===== src/rtl/sram2p_ctrl_pkg.sv =====
// Shared types and helpers for two-port SRAM array controllers.
package sram2p_ctrl_pkg;

  typedef enum logic {
    ST_INIT = 1'b0,
    ST_RUN  = 1'b1
  } ctrl_state_t;

  // Number of byte-enable lanes covering a word; the top lane may be partial.
  function automatic int calc_bw(input int width);
    return (width - 1) / 8 + 1;
  endfunction

endpackage


===== src/rtl/rr_arb2.sv =====
// Two-way round-robin arbiter: combinational grant, pointer flips only on contention.
module rr_arb2 (
  input  logic       clk,
  input  logic       reset,
  input  logic [1:0] req,
  output logic [1:0] grant
);

  logic ptr_reg;

  always_comb begin
    grant = 2'b00;
    case (req)
      2'b01:   grant = 2'b01;
      2'b10:   grant = 2'b10;
      2'b11:   grant = ptr_reg ? 2'b10 : 2'b01;
      default: grant = 2'b00;
    endcase
  end

  always_ff @(posedge clk) begin
    if (reset) begin
      ptr_reg <= 1'b0;
    end else if (&req) begin
      ptr_reg <= ~ptr_reg;
    end
  end

endmodule


===== src/rtl/sram2p_ctrl.sv =====
// 1R/1W byte-enabled SRAM controller: init sweep, two-requester write
// arbitration and same-cycle write-to-read forwarding.
module sram2p_ctrl
  import sram2p_ctrl_pkg::*;
#(
  parameter int             DEPTH   = 1024,
  parameter int             WIDTH   = 68,
  parameter logic [WIDTH-1:0] INITVAL = '0,
  localparam int            BW      = calc_bw(WIDTH),
  localparam int            AW      = $clog2(DEPTH)
) (
  input  logic             clk,
  input  logic             reset,
  input  logic             flush,
  output logic             busy,
  input  logic [1:0]       wvalid,
  output logic [1:0]       wready,
  input  logic [AW-1:0]    wadr0,
  input  logic [AW-1:0]    wadr1,
  input  logic [WIDTH-1:0] wdata0,
  input  logic [WIDTH-1:0] wdata1,
  input  logic [BW-1:0]    wbe0,
  input  logic [BW-1:0]    wbe1,
  input  logic             rreq,
  output logic             rready,
  input  logic [AW-1:0]    radr,
  output logic             rvalid,
  output logic [WIDTH-1:0] rdata,
  output logic             ce1,
  output logic [AW-1:0]    ra1,
  output logic             ce2,
  output logic             we2,
  output logic [AW-1:0]    wa2,
  output logic [WIDTH-1:0] wd2,
  output logic [BW-1:0]    bwe2,
  input  logic [WIDTH-1:0] rd1
);

  ctrl_state_t      state_reg;
  logic [AW-1:0]    cnt_reg;
  logic             rvalid_reg;
  logic             hit_reg;
  logic [WIDTH-1:0] fwd_data_reg;
  logic [BW-1:0]    fwd_be_reg;

  logic             run;
  logic [1:0]       grant;
  logic             wgrant;
  logic [AW-1:0]    sel_adr;
  logic [WIDTH-1:0] sel_data;
  logic [BW-1:0]    sel_be;
  logic             rd_fire;

  assign run = (state_reg == ST_RUN);

  rr_arb2 u_arb (
    .clk   (clk),
    .reset (reset),
    .req   (run ? wvalid : 2'b00),
    .grant (grant)
  );

  assign wgrant   = |grant;
  assign sel_adr  = grant[1] ? wadr1  : wadr0;
  assign sel_data = grant[1] ? wdata1 : wdata0;
  assign sel_be   = grant[1] ? wbe1   : wbe0;

  assign busy   = ~run;
  assign wready = grant;
  assign rready = run;
  assign rd_fire = run & rreq;

  assign ce1 = rd_fire;
  assign ra1 = radr;

  // The sweep owns the write port outright; arbitration only applies in RUN.
  assign ce2  = run ? wgrant   : 1'b1;
  assign we2  = run ? wgrant   : 1'b1;
  assign wa2  = run ? sel_adr  : cnt_reg;
  assign wd2  = run ? sel_data : INITVAL;
  assign bwe2 = run ? sel_be   : {BW{1'b1}};

  assign rvalid = rvalid_reg;

  always_ff @(posedge clk) begin
    if (reset) begin
      state_reg    <= ST_INIT;
      cnt_reg      <= '0;
      rvalid_reg   <= 1'b0;
      hit_reg      <= 1'b0;
      fwd_data_reg <= '0;
      fwd_be_reg   <= '0;
    end else begin
      rvalid_reg   <= rd_fire;
      hit_reg      <= rd_fire & wgrant & (radr == sel_adr);
      fwd_data_reg <= sel_data;
      fwd_be_reg   <= sel_be;
      case (state_reg)
        ST_INIT: begin
          cnt_reg <= cnt_reg + 1'b1;
          if (cnt_reg == AW'(DEPTH - 1)) begin
            state_reg <= ST_RUN;
          end
        end
        default: begin
          if (flush) begin
            state_reg <= ST_INIT;
            cnt_reg   <= '0;
          end
        end
      endcase
    end
  end

  // The SRAM is read-first, so a same-cycle write is merged lane by lane here.
  for (genvar gi = 0; gi < BW; gi++) begin : g_merge
    localparam int LO = gi * 8;
    localparam int HI = (gi * 8 + 8 > WIDTH) ? WIDTH - 1 : gi * 8 + 7;
    assign rdata[HI:LO] = (hit_reg & fwd_be_reg[gi]) ? fwd_data_reg[HI:LO] : rd1[HI:LO];
  end

endmodule

===== config.mk =====
export PLATFORM = sky130hd
export DESIGN_NAME = sram2p_ctrl
export DESIGN_NICKNAME = d
export VERILOG_FILES = /design/src/rtl/sram2p_ctrl_pkg.sv /design/src/rtl/rr_arb2.sv /design/src/rtl/sram2p_ctrl.sv
export SDC_FILE = /design/constraint.sdc
export NUM_CORES = 1
export LEC_CHECK = 0
export ABC_AREA = 1
export BUFFER_PORTS_ARGS = -buffer_cell sky130_fd_sc_hd__buf_2
export CORE_AREA = 3 3 167 169
export DETAILED_ROUTE_END_ITERATION = 7
export DIE_AREA = 0 0 170 172
export MAX_ROUTING_LAYER = met4
export SYNTH_ARGS = -nofsm -noshare
export SYNTH_HDL_FRONTEND = slang
export SYNTH_SLANG_ARGS = --single-unit

===== constraint.sdc =====
create_clock -name clk -period 2.4 [get_ports clk]
set_input_delay 0.36 -clock clk [delete_from_list [all_inputs] [get_ports clk]]
set_output_delay 0.36 -clock clk [all_outputs]
set_load 0.01 [all_outputs]

==> results of run 1 <==
==> timing repair <==
action | in CTS | in global routing
setup buffers | 0 | 0
gates resized for setup | 3 | 1
setup endpoints to repair | 32 | 1
==> cell families after synthesis <==
kind of cell,share of synthesized area (%)
buf+inv,7.68
fa+ha+maj,0.247
xor+xnor,0.173
flops,36.0
mux,30.3
simple gates,22.3
compound gates,3.33
==> layer usage <==
metal / global-route usage (%) / wire, µm / vias to the layer above
met5: - / 0 / -
met1: 15.1 / 8490 / 2621
li1: - / - / 2847
met4: 3.88 / 320 / 0
met3: 2.47 / 1410 / 26
met2: 23.7 / 10700 / 271
==> stage by stage <==
stage	hold slack [ns]	std cells
floorplan	0.465	624
global placement	0.478	1361
global route	0.251	1377
detailed placement	0.482	1361
CTS	0.244	1377
finish	0.265	1377
==> final cells by class <==
type	instances	area, µm²
fill	2919	18900
multi-input combinational	457	2870
timing repair buffer	440	2280
sequential	91	1820
tap	341	427
clock buffer	12	236
inverter	32	120
clock inverter	4	51.3
==> cell usage after synthesis, types with 3 or more instances <==
master / number
inv_1: 28
nand3_1: 19
mux2i_1: 77
clkbuf_1: 21
nand3b_1: 5
nand4_1: 6
nand2_1: 81
inv_2: 3
dfxtp_1: 91
a21oi_1: 8
buf_4: 16
buf_6: 4
nor2_1: 160
a31oi_1: 3
mux2_2: 68
o21ai_0: 15
==> worst min-delay path, stage by stage <==
cell and delay (ns):
buf_2 0.07, mux2i_1 0.07, nor2_1 0.08
==> worst max path at each step <==
stage | to | slack (ns) | cells past startpoint
after floorplan | bwe2[0] | 0.65 | 9
after global placement | rdata[4] | 0.26 | 3
after detailed placement | rdata[4] | 0.27 | 3
after CTS | wd2[47] | 0.07 | 7
after global routing | wd2[47] | 0.001 | 7
final | wd2[47] | 0.10 | 7
==> power groups by stage <==
stage          Sequential [mW]  Combinational [mW]  Clock [mW]
4_1_cts                   1.61               0.574        1.54
2_1_floorplan             1.63               0.253           0
3_3_place_gp              1.65               0.565           0
5_1_grt                   1.62               0.631        1.59
6_report                  1.61               0.569        1.45
3_5_place_dp              1.65               0.571           0
==> placed cells by master, fill, tap and decap left out, drive strengths merged <==
cell	Yosys	layout
buf	23	440
bufinv	0	1
mux2i	77	77
nor3b	1	1
inv	31	32
clkinv	1	2
and2	1	1
or2	1	1
a221oi	2	2
dfxtp	91	91
nand2	83	83
nor3	2	2
a31oi	3	3
o21ai	17	17
a21oi	8	8
nand3b	5	5
nor2	161	161
clkinvlp	0	1
xor2	1	1
mux2	68	68
clkbuf	21	12
ha	1	1
nand3	19	19
nand4	6	6
a211oi	1	1
==> results.toml, run 1 <==
[outcome]
status = "finished clean"

[pwr]
peakVddDrop_mv = 0.228
p_int_mw = 2.70
power_leakage_nw = 4.55
p_total_mw = 3.63
powerDensity_nw_per_um2 = 465
combPwrFrac_pct = 15.7
sw_frac_of_total_pct = 25.8
p_sw_uw = 936
clkPwrFrac_pct = 40.0
seq_power_share_pct = 44.4

[timing]
finalSetupViolCount = 0
post-route-period-util_pct = 95.6
setup_slack_ns = 0.105
slew_violations = 0
worst_slew_pin_slew_ns = 0.512
finalClockSkew_ns = 0.0113
slew_headroom_pct = 65.9
rsz0062_at_grt = "no"
finalCriticalPeriod_ns = 2.30
tns_ns = 0
fmax_mhz = 436
hold_viol_final = 0

[route]
routed_via_density = 4.19
first_iter_violations = 160
ant_nets = 0
first_pass_iters = 4
wire_per_inst_um = 15.2
routed_wl_mm = 20.9
route.vias.total = 5765
drc = 0

[placement]
place.gp.congestion = 0.827
dpl_cell_area_um2 = 7510
dp.final_hpwl_mm = 17.1
place_ws_ns = 0.269
portBuffers = 430

[critical_path]
reg2reg_slack_ns = 0.59
worstRegToRegCells = 9
slowest_delay_ns = 0.35
required_ns = 2.04
cpMostUsedCell = "nand2_4"
worst-path-buf-inv = 3
r2r_start = "rready"
arrival_ns = 1.94
r2r_end = "hit_reg"
worst-setup-path-type = "flip-flop to output port"
crit_family = "buffers and inverters"
crit_start = "u_arb.ptr_reg"
critical_path_peak_fanout = 43
critPathLaunchType = "flip-flop"
cp_slowest_cell = "mux2i_1"
critPathCaptureType = "output port"
crit_chain = "inv_2 -> nand2_4 -> nand2_4 -> buf_12 -> mux2i_1 -> nor2_1 -> buf_2"

[synthesis]
yosys.area.top_type_share_pct = 36.0
avgSynthCellArea_um2 = 8.12
yosysUniqueCellTypes = 31
synth_nets = 883
ys_warn_count = 0
ys.flop_type = "dfxtp_1"
synth.ff_latch_count = 91
yosysTopAreaCell = "dfxtp_1"
syn-cell-area_um2 = 5070
synth_edf_count = 0
syn-instance-count = 624
synth_seq_area_share_pct = 36.0
synthTopCellsByArea = "dfxtp_1 (36%), mux2i_1 (15%), mux2_2 (15%)"
ys_async_sr_fraction_pct = 0

[die]
ioPinCount = 431
fp-row-count = 60
die_w_um = 170
initial_utilization_pct = 19.0
die-area_um2 = 29200
die_h_um = 172
core_area_um2 = 26700

[worst_hold_path]
worstHoldEndpoint = "fwd_data_reg[66]"
min_from = "wdata1[66]"
hold_path_depth = 3
hp-class = "input port to flip-flop"

[clock_network]
clock_path_buffers = 2
clk_pin_slew_ns = 0.07
cts_tree = "built"
clk_latency_ns = 0.35
root_buffer = "clkbuf_16"
cts_sinks = 91
numCtsBuffers = 9
h-tree-depth = 3
cts_hold_buf = 0

[global_route]
antenna_found_initial = 0
grt_use_total_pct = 13.3
grt_first_pass_wirelength_mm = 29.0
grt_max_degree = 50
grt-ovfl-total = 0
grt_pass1_vias = 5399

[cells_and_area]
drive_above_1_share_pct = 51.4
antenna_cells = 0
nets = 1290
area_growth_pct = 54.1
final_area_um2 = 7810
fin_util_pct = 29.2
largest_reg_flops = 68

[run]
max-cap-violations = 0
No activity file was read; power rests on OpenSTA's default activity.
==> run 2, diff against run 1 <==
ABC_AREA = 0   (was 1)
REMOVE_ABC_BUFFERS = 1   (was default)
==> run 2 against run 1 <==
Compared with the run above:
- via count increased by 0.88%
- design area increased by 3.2%
- clock power increased by 8%
- area after synthesis increased by 0.40%
- critical path depth decreased by 1
- power increased by 3.5%
- sequential cell count unchanged
- register-to-register slack got worse by 0.10 ns
- largest power group unchanged
==> results.toml, run 2 <==
[synthesis]
synth_edf_count = 0
yosys.area.top_type_share_pct = 35.8
ys_warn_count = 0
ys.flop_type = "dfxtp_1"
syn-cell-area_um2 = 5090
yosys.cell_count.top_type = "nor2_1"
yosysTopAreaCell = "dfxtp_1"
yosysUniqueCellTypes = 47
ys_async_sr_fraction_pct = 0
synth_seq_area_share_pct = 35.8
avgSynthCellArea_um2 = 8.71
netlist_top_cells_count = "nor2_1 (165), dfxtp_1 (91), mux2i_1 (77)"
syn-instance-count = 584
synthTopCellsByArea = "dfxtp_1 (36%), mux2_2 (16%), mux2i_1 (15%)"
synth.ff_latch_count = 91

[clock_network]
root_buffer = "clkbuf_16"
clock_path_buffers = 2
cts_sinks = 91
cts_tree = "built"
clk_pin_slew_ns = 0.07
h-tree-depth = 3
numCtsBuffers = 9
clk_latency_ns = 0.35

[cells_and_area]
fin_util_pct = 30.1
drive_above_1_share_pct = 56.1
finalNonFillerCells = 1345
num-fill-cells = 2884
layout_commonest_cell = "buf_2"
most-common-layout-cells = "buf_2 (429), nor2_1 (165), dfxtp_1 (89)"
area_growth_pct = 58.4
largest_reg_flops = 68
nets = 1256

[timing]
slew_violations = 0
whs_ns = 0.266
finalCriticalPeriod_ns = 2.31
slew_headroom_pct = 64.4
post-route-period-util_pct = 96.4
worst_slew_pin_slew_ns = 0.533
hold_viol_final = 0
fmax_mhz = 432
rsz0062_at_grt = "no"
tns_ns = 0
finalClockSkew_ns = 0.00681
setup_slack_ns = 0.0870
finalSetupViolCount = 0

[route]
routed_wl_mm = 22.6
routed_via_density = 4.32
first_pass_iters = 4
ant_nets = 0
wire_per_inst_um = 16.8
route.vias.total = 5816
drc = 0
first_iter_violations = 230

[global_route]
grt_first_pass_wirelength_mm = 30.3
antenna_found_initial = 3
grt-ovfl-total = 0
grt_pass1_vias = 5446
grt_use_total_pct = 14.0
grt_max_degree = 51

[critical_path]
arrival_ns = 1.95
critPathLaunchType = "flip-flop"
slowest_delay_ns = 0.38
required_ns = 2.04
cp_slowest_cell = "dfxtp_4"
worst-setup-path-type = "flip-flop to output port"
critical_path_peak_fanout = 10
crit_family = "multiplexers"
worst-path-buf-inv = 2
cpMostUsedCell = "mux2_2"
crit_chain = "nand2_4 -> or2_4 -> inv_4 -> mux2_2 -> mux2_2 -> buf_2"
critPathCaptureType = "output port"

[placement]
dp_cells = 1324
place.gp.congestion = 0.812
place_ws_ns = 0.136
dp.final_hpwl_mm = 18.3
portBuffers = 430

[outcome]
status = "finished clean"

[die]
initial_utilization_pct = 19.0
die-area_um2 = 29200
core_area_um2 = 26700
die_w_um = 170
die_h_um = 172
fp-row-count = 60
ioPinCount = 431

[run]
max-cap-violations = 0

[worst_hold_path]
hp-class = "input port to flip-flop"

[pwr]
powerDensity_nw_per_um2 = 467
peakVddDrop_mv = 0.351
power_leakage_nw = 4.44
-- run 2: cell count changes in the layout (fill, tap and decap cells not counted), moves of 6 or more --
cell	delta
nand2_1	-42
a31oi_1	+8
mux2i_1	-11
nand3_1	-16
inv_1	-20
mux2i_2	+6
o2111ai_1	+6
buf_4	+6
o21ai_0	-7
-- run 2: final timing paths --
path / startpoint / endpoint / slack (ns) / cells after the start
hold reg to reg: cnt_reg[9] / rready / 0.51 / 2
setup / recovery: rready / wa2[4] / 0.09 / 6
hold / removal: wdata1[56] / fwd_data_reg[56] / 0.27 / 3
setup reg to reg: rready / hit_reg / 0.49 / 6
-- run 2: cell families (layout without fill, tap and decap cells) --
logic type,Yosys count,in the layout,share of synthesized area (%)
compound gates,51,51,7.06
xor+xnor,5,5,0.861
fa+ha+maj,1,1,0.246
buf+inv,57,475,6.05
flops,91,91,35.8
mux,150,150,31.3
other cells,0,2,0
simple gates,229,229,18.6
-- run 2: what timing repair did --
item | in CTS | in global routing
cloned | 0 | 2
buffers inserted | 0 | 1
pin swaps | 0 | 1
hold buffers | 0 | 0
gates resized for setup | 6 | 16
setup endpoints to repair | 67 | 32
-- run 2: stage by stage --
step / power, mW / instance area [µm²]
floorplan: 1.85 / 4820
global placement: 2.22 / 7570
detailed placement: 2.23 / 7570
CTS: 3.83 / 7920
global route: 3.96 / 8060
finish: 3.76 / 8060
-- run 2: area by class of cell --
cell class                 instances  area (µm²)  area share (%)
antenna                            2        5.00          0.0621
sequential                        91        1830            22.7
clock buffer                      11         253            3.14
clock inverter                     5        67.6           0.839
timing repair buffer             449        2390            29.7
multi-input combinational        436        3050            37.8
tap                              341         427            5.30
inverter                          10        40.0           0.497
-- run 2: routing by layer --
| layer | GRT usage, % | up-vias | wire [µm] |
|---|---|---|---|
| met5 | - | - | 0 |
| met4 | 3.74 | 0 | 376 |
| met3 | 3.06 | 26 | 1600 |
| met2 | 24.5 | 298 | 11400 |
| met1 | 16.4 | 2671 | 9290 |
| li1 | - | 2821 | - |
-- run 2: worst reg2reg max path: stages, from the launching register on --
cell	delay (ns)
dfxtp_4	0.38
buf_12	0.24
and3b_1	0.24
o21ai_0	0.14
a311oi_1	0.31
o221ai_2	0.15
nor4_2	0.34
-- run 2: power breakdown --
part	internal, mW	switching [mW]
clock network	0.883	0.674
registers	1.58	0.0264
logic	0.314	0.283
==> run 3, diff against run 2 <==
--- a/config.mk
+++ b/config.mk
@@ -11,4 +11,5 @@
 export DETAILED_ROUTE_END_ITERATION = 7
 export DIE_AREA = 0 0 170 172
+export GPL_TIMING_DRIVEN = 0
 export MAX_ROUTING_LAYER = met4
 export REMOVE_ABC_BUFFERS = 1
==> constraint.sdc (replaced) <==
create_clock -name clk -period 2.4 [get_ports clk]
set_input_delay 0.12 -clock clk [delete_from_list [all_inputs] [get_ports clk]]
set_output_delay 0.12 -clock clk [all_outputs]
set_load 0.01 [all_outputs]
==> run 3 against run 2 <==
Compared with the run above:
- design area shrank 1.2%
- sequential share of layout area grew 0.32 points
- final cell count shrank 0.59%
- first-iteration DRC count shrank 11%
- die area is the same
- count of clock-buffer cells in the layout shrank 1
- fmax shrank 0.33%
- global-route usage is essentially flat
- sequential power is essentially flat
- sequential cell count is the same
- combinational power shrank 1%
==> results.toml, run 3 (synthesized netlist as in run 2, its figures left out) <==
[outcome]
status = "finished clean"

[route]
first_iter_violations = 204
ant_nets = 0
routed_wl_mm = 22.3
routed_via_density = 4.30
route.vias.total = 5753
first_pass_iters = 4
wire_per_inst_um = 16.7
drc = 0

[pwr]
power_leakage_nw = 4.42
powerDensity_nw_per_um2 = 459
peakVddDrop_mv = 0.225

[timing]
worst_slew_pin_slew_ns = 0.561
hold_viol_final = 0
finalCriticalPeriod_ns = 2.32
finalSetupViolCount = 0
setup_slack_ns = 0.0794
rsz0062_at_grt = "yes"
finalClockSkew_ns = 0.0154
slew_violations = 0
post-route-period-util_pct = 96.7
slew_headroom_pct = 62.6
fmax_mhz = 431
tns_ns = 0

[critical_path]
critical_path_peak_fanout = 11
arrival_ns = 2.20
worst-setup-path-type = "flip-flop to output port"
worst-path-stages = 8
critPathLaunchType = "flip-flop"
reg2reg_slack_ns = 0.53
crit_family = "multiplexers"
cp_slowest_cell = "dfxtp_4"
critPathCaptureType = "output port"
required_ns = 2.28
slowest_delay_ns = 0.35
worst-path-buf-inv = 4
r2r_end = "hit_reg"
crit_start = "rready"
worstRegToRegCells = 7
crit_chain = "buf_12 -> nand2_8 -> or2_4 -> buf_4 -> inv_4 -> mux2_4 -> mux2_2 -> buf_2"
r2r_start = "u_arb.ptr_reg"
setup.worst_path.end = "wa2[4]"

[die]
initial_utilization_pct = 19.0
core_area_um2 = 26700
die-area_um2 = 29200
fp-row-count = 60
ioPinCount = 431
die_h_um = 172
die_w_um = 170

[clock_network]
numCtsBuffers = 9
cts_tree = "built"
cts_hold_buf = 0
root_buffer = "clkbuf_16"
clock_path_buffers = 2
clk_latency_ns = 0.35
h-tree-depth = 3
cts_sinks = 91
clk_pin_slew_ns = 0.08

[cells_and_area]
register_area_um2 = 1830
nets = 1249
num-fill-cells = 2866
area_growth_pct = 56.6
layout_commonest_cell = "buf_2"
fin_util_pct = 29.8
most-common-layout-cells = "buf_2 (429), nor2_1 (165), dfxtp_1 (88)"
finalNonFillerCells = 1337
final_area_um2 = 7960
largest_reg_flops = 68
multi_input_area_um2 = 3010
drive_above_1_share_pct = 55.0

[global_route]
grt_first_pass_wirelength_mm = 30.4
grt-ovfl-total = 0
grt_pass1_vias = 5394
grt_use_total_pct = 14.0
grt_max_degree = 55
antenna_found_initial = 2

[placement]
dp_cells = 1312
place.gp.congestion = 0.811
dpl_cell_area_um2 = 7500
place_ws_ns = -0.295
portBuffers = 430
dp.final_hpwl_mm = 17.7

[run]
max-cap-violations = 0

[worst_hold_path]
hp-class = "input port to flip-flop"
[run 3: cell count changes in the layout (fill, tap and decap cells not counted), moves of 2 or more]
cell,change
buf_4,-8
mux2i_1,+7
mux2i_4,-4
clkinvlp_4,+3
mux2i_2,-3
clkbuf_8,-2
inv_6,-2
[run 3: how the worst min path moves through the flow]
stage,from,to,slack [ns],depth (start not counted)
2_1_floorplan,reset,rready,0.19,1
3_3_place_gp,wdata1[59],fwd_data_reg[59],0.37,3
3_5_place_dp,wdata1[47],fwd_data_reg[47],0.38,3
4_1_cts,wdata1[47],fwd_data_reg[47],0.01,3
5_1_grt,wdata1[2],fwd_data_reg[2],0.03,3
6_report,wdata1[22],fwd_data_reg[22],0.03,3
[run 3: routing by layer]
layer  track usage (%)  wire length (µm)  vias to the layer above  share of wire (%)
met5                 -                 0                        -                  0
met4              3.35               300                        0                1.3
met3              3.38              1650                       17                7.4
met2              23.7             10800                      274                 49
met1              16.9              9510                     2658                 43
li1                  -                 -                     2804                  -
[run 3: repair_timing]
item	CTS	global route
setup endpoints to repair	91	27
buffers inserted	3	2
cloned	2	1
resized for setup	7	8
pin swaps	1	1
endpoints found under the hold margin	0	0
[run 3: tightest hold or removal path: cells and delay by family]
family                 cells  cell delay, ns
muxes                      1            0.07
and+or+nand+nor            1            0.08
buffers and inverters      1            0.08
[run 3: cell type report]
class,count,area share (%)
sequential,91,23.0
clock inverter,5,0.801
clock buffer,10,2.88
multi-input combinational,437,37.8
antenna,2,0.0629
timing repair buffer,441,29.6
tap,341,5.36
inverter,10,0.503
[run 3: where the power goes]
group / total (mW) / internal (mW) / switching (mW) / leakage (nW)
combinational: 0.588 / 0.310 / 0.278 / 3.53
clock: 1.47 / 0.811 / 0.654 / 0.133
sequential: 1.60 / 1.58 / 0.0231 / 0.757
[run 3: stage by stage]
step | power (mW) | hold slack, ns
2_1_floorplan | 1.85 | 0.189
3_3_place_gp | 2.21 | 0.373
3_5_place_dp | 2.22 | 0.381
4_1_cts | 3.73 | 0.0126
5_1_grt | 3.87 | 0.0261
6_report | 3.66 | 0.0326
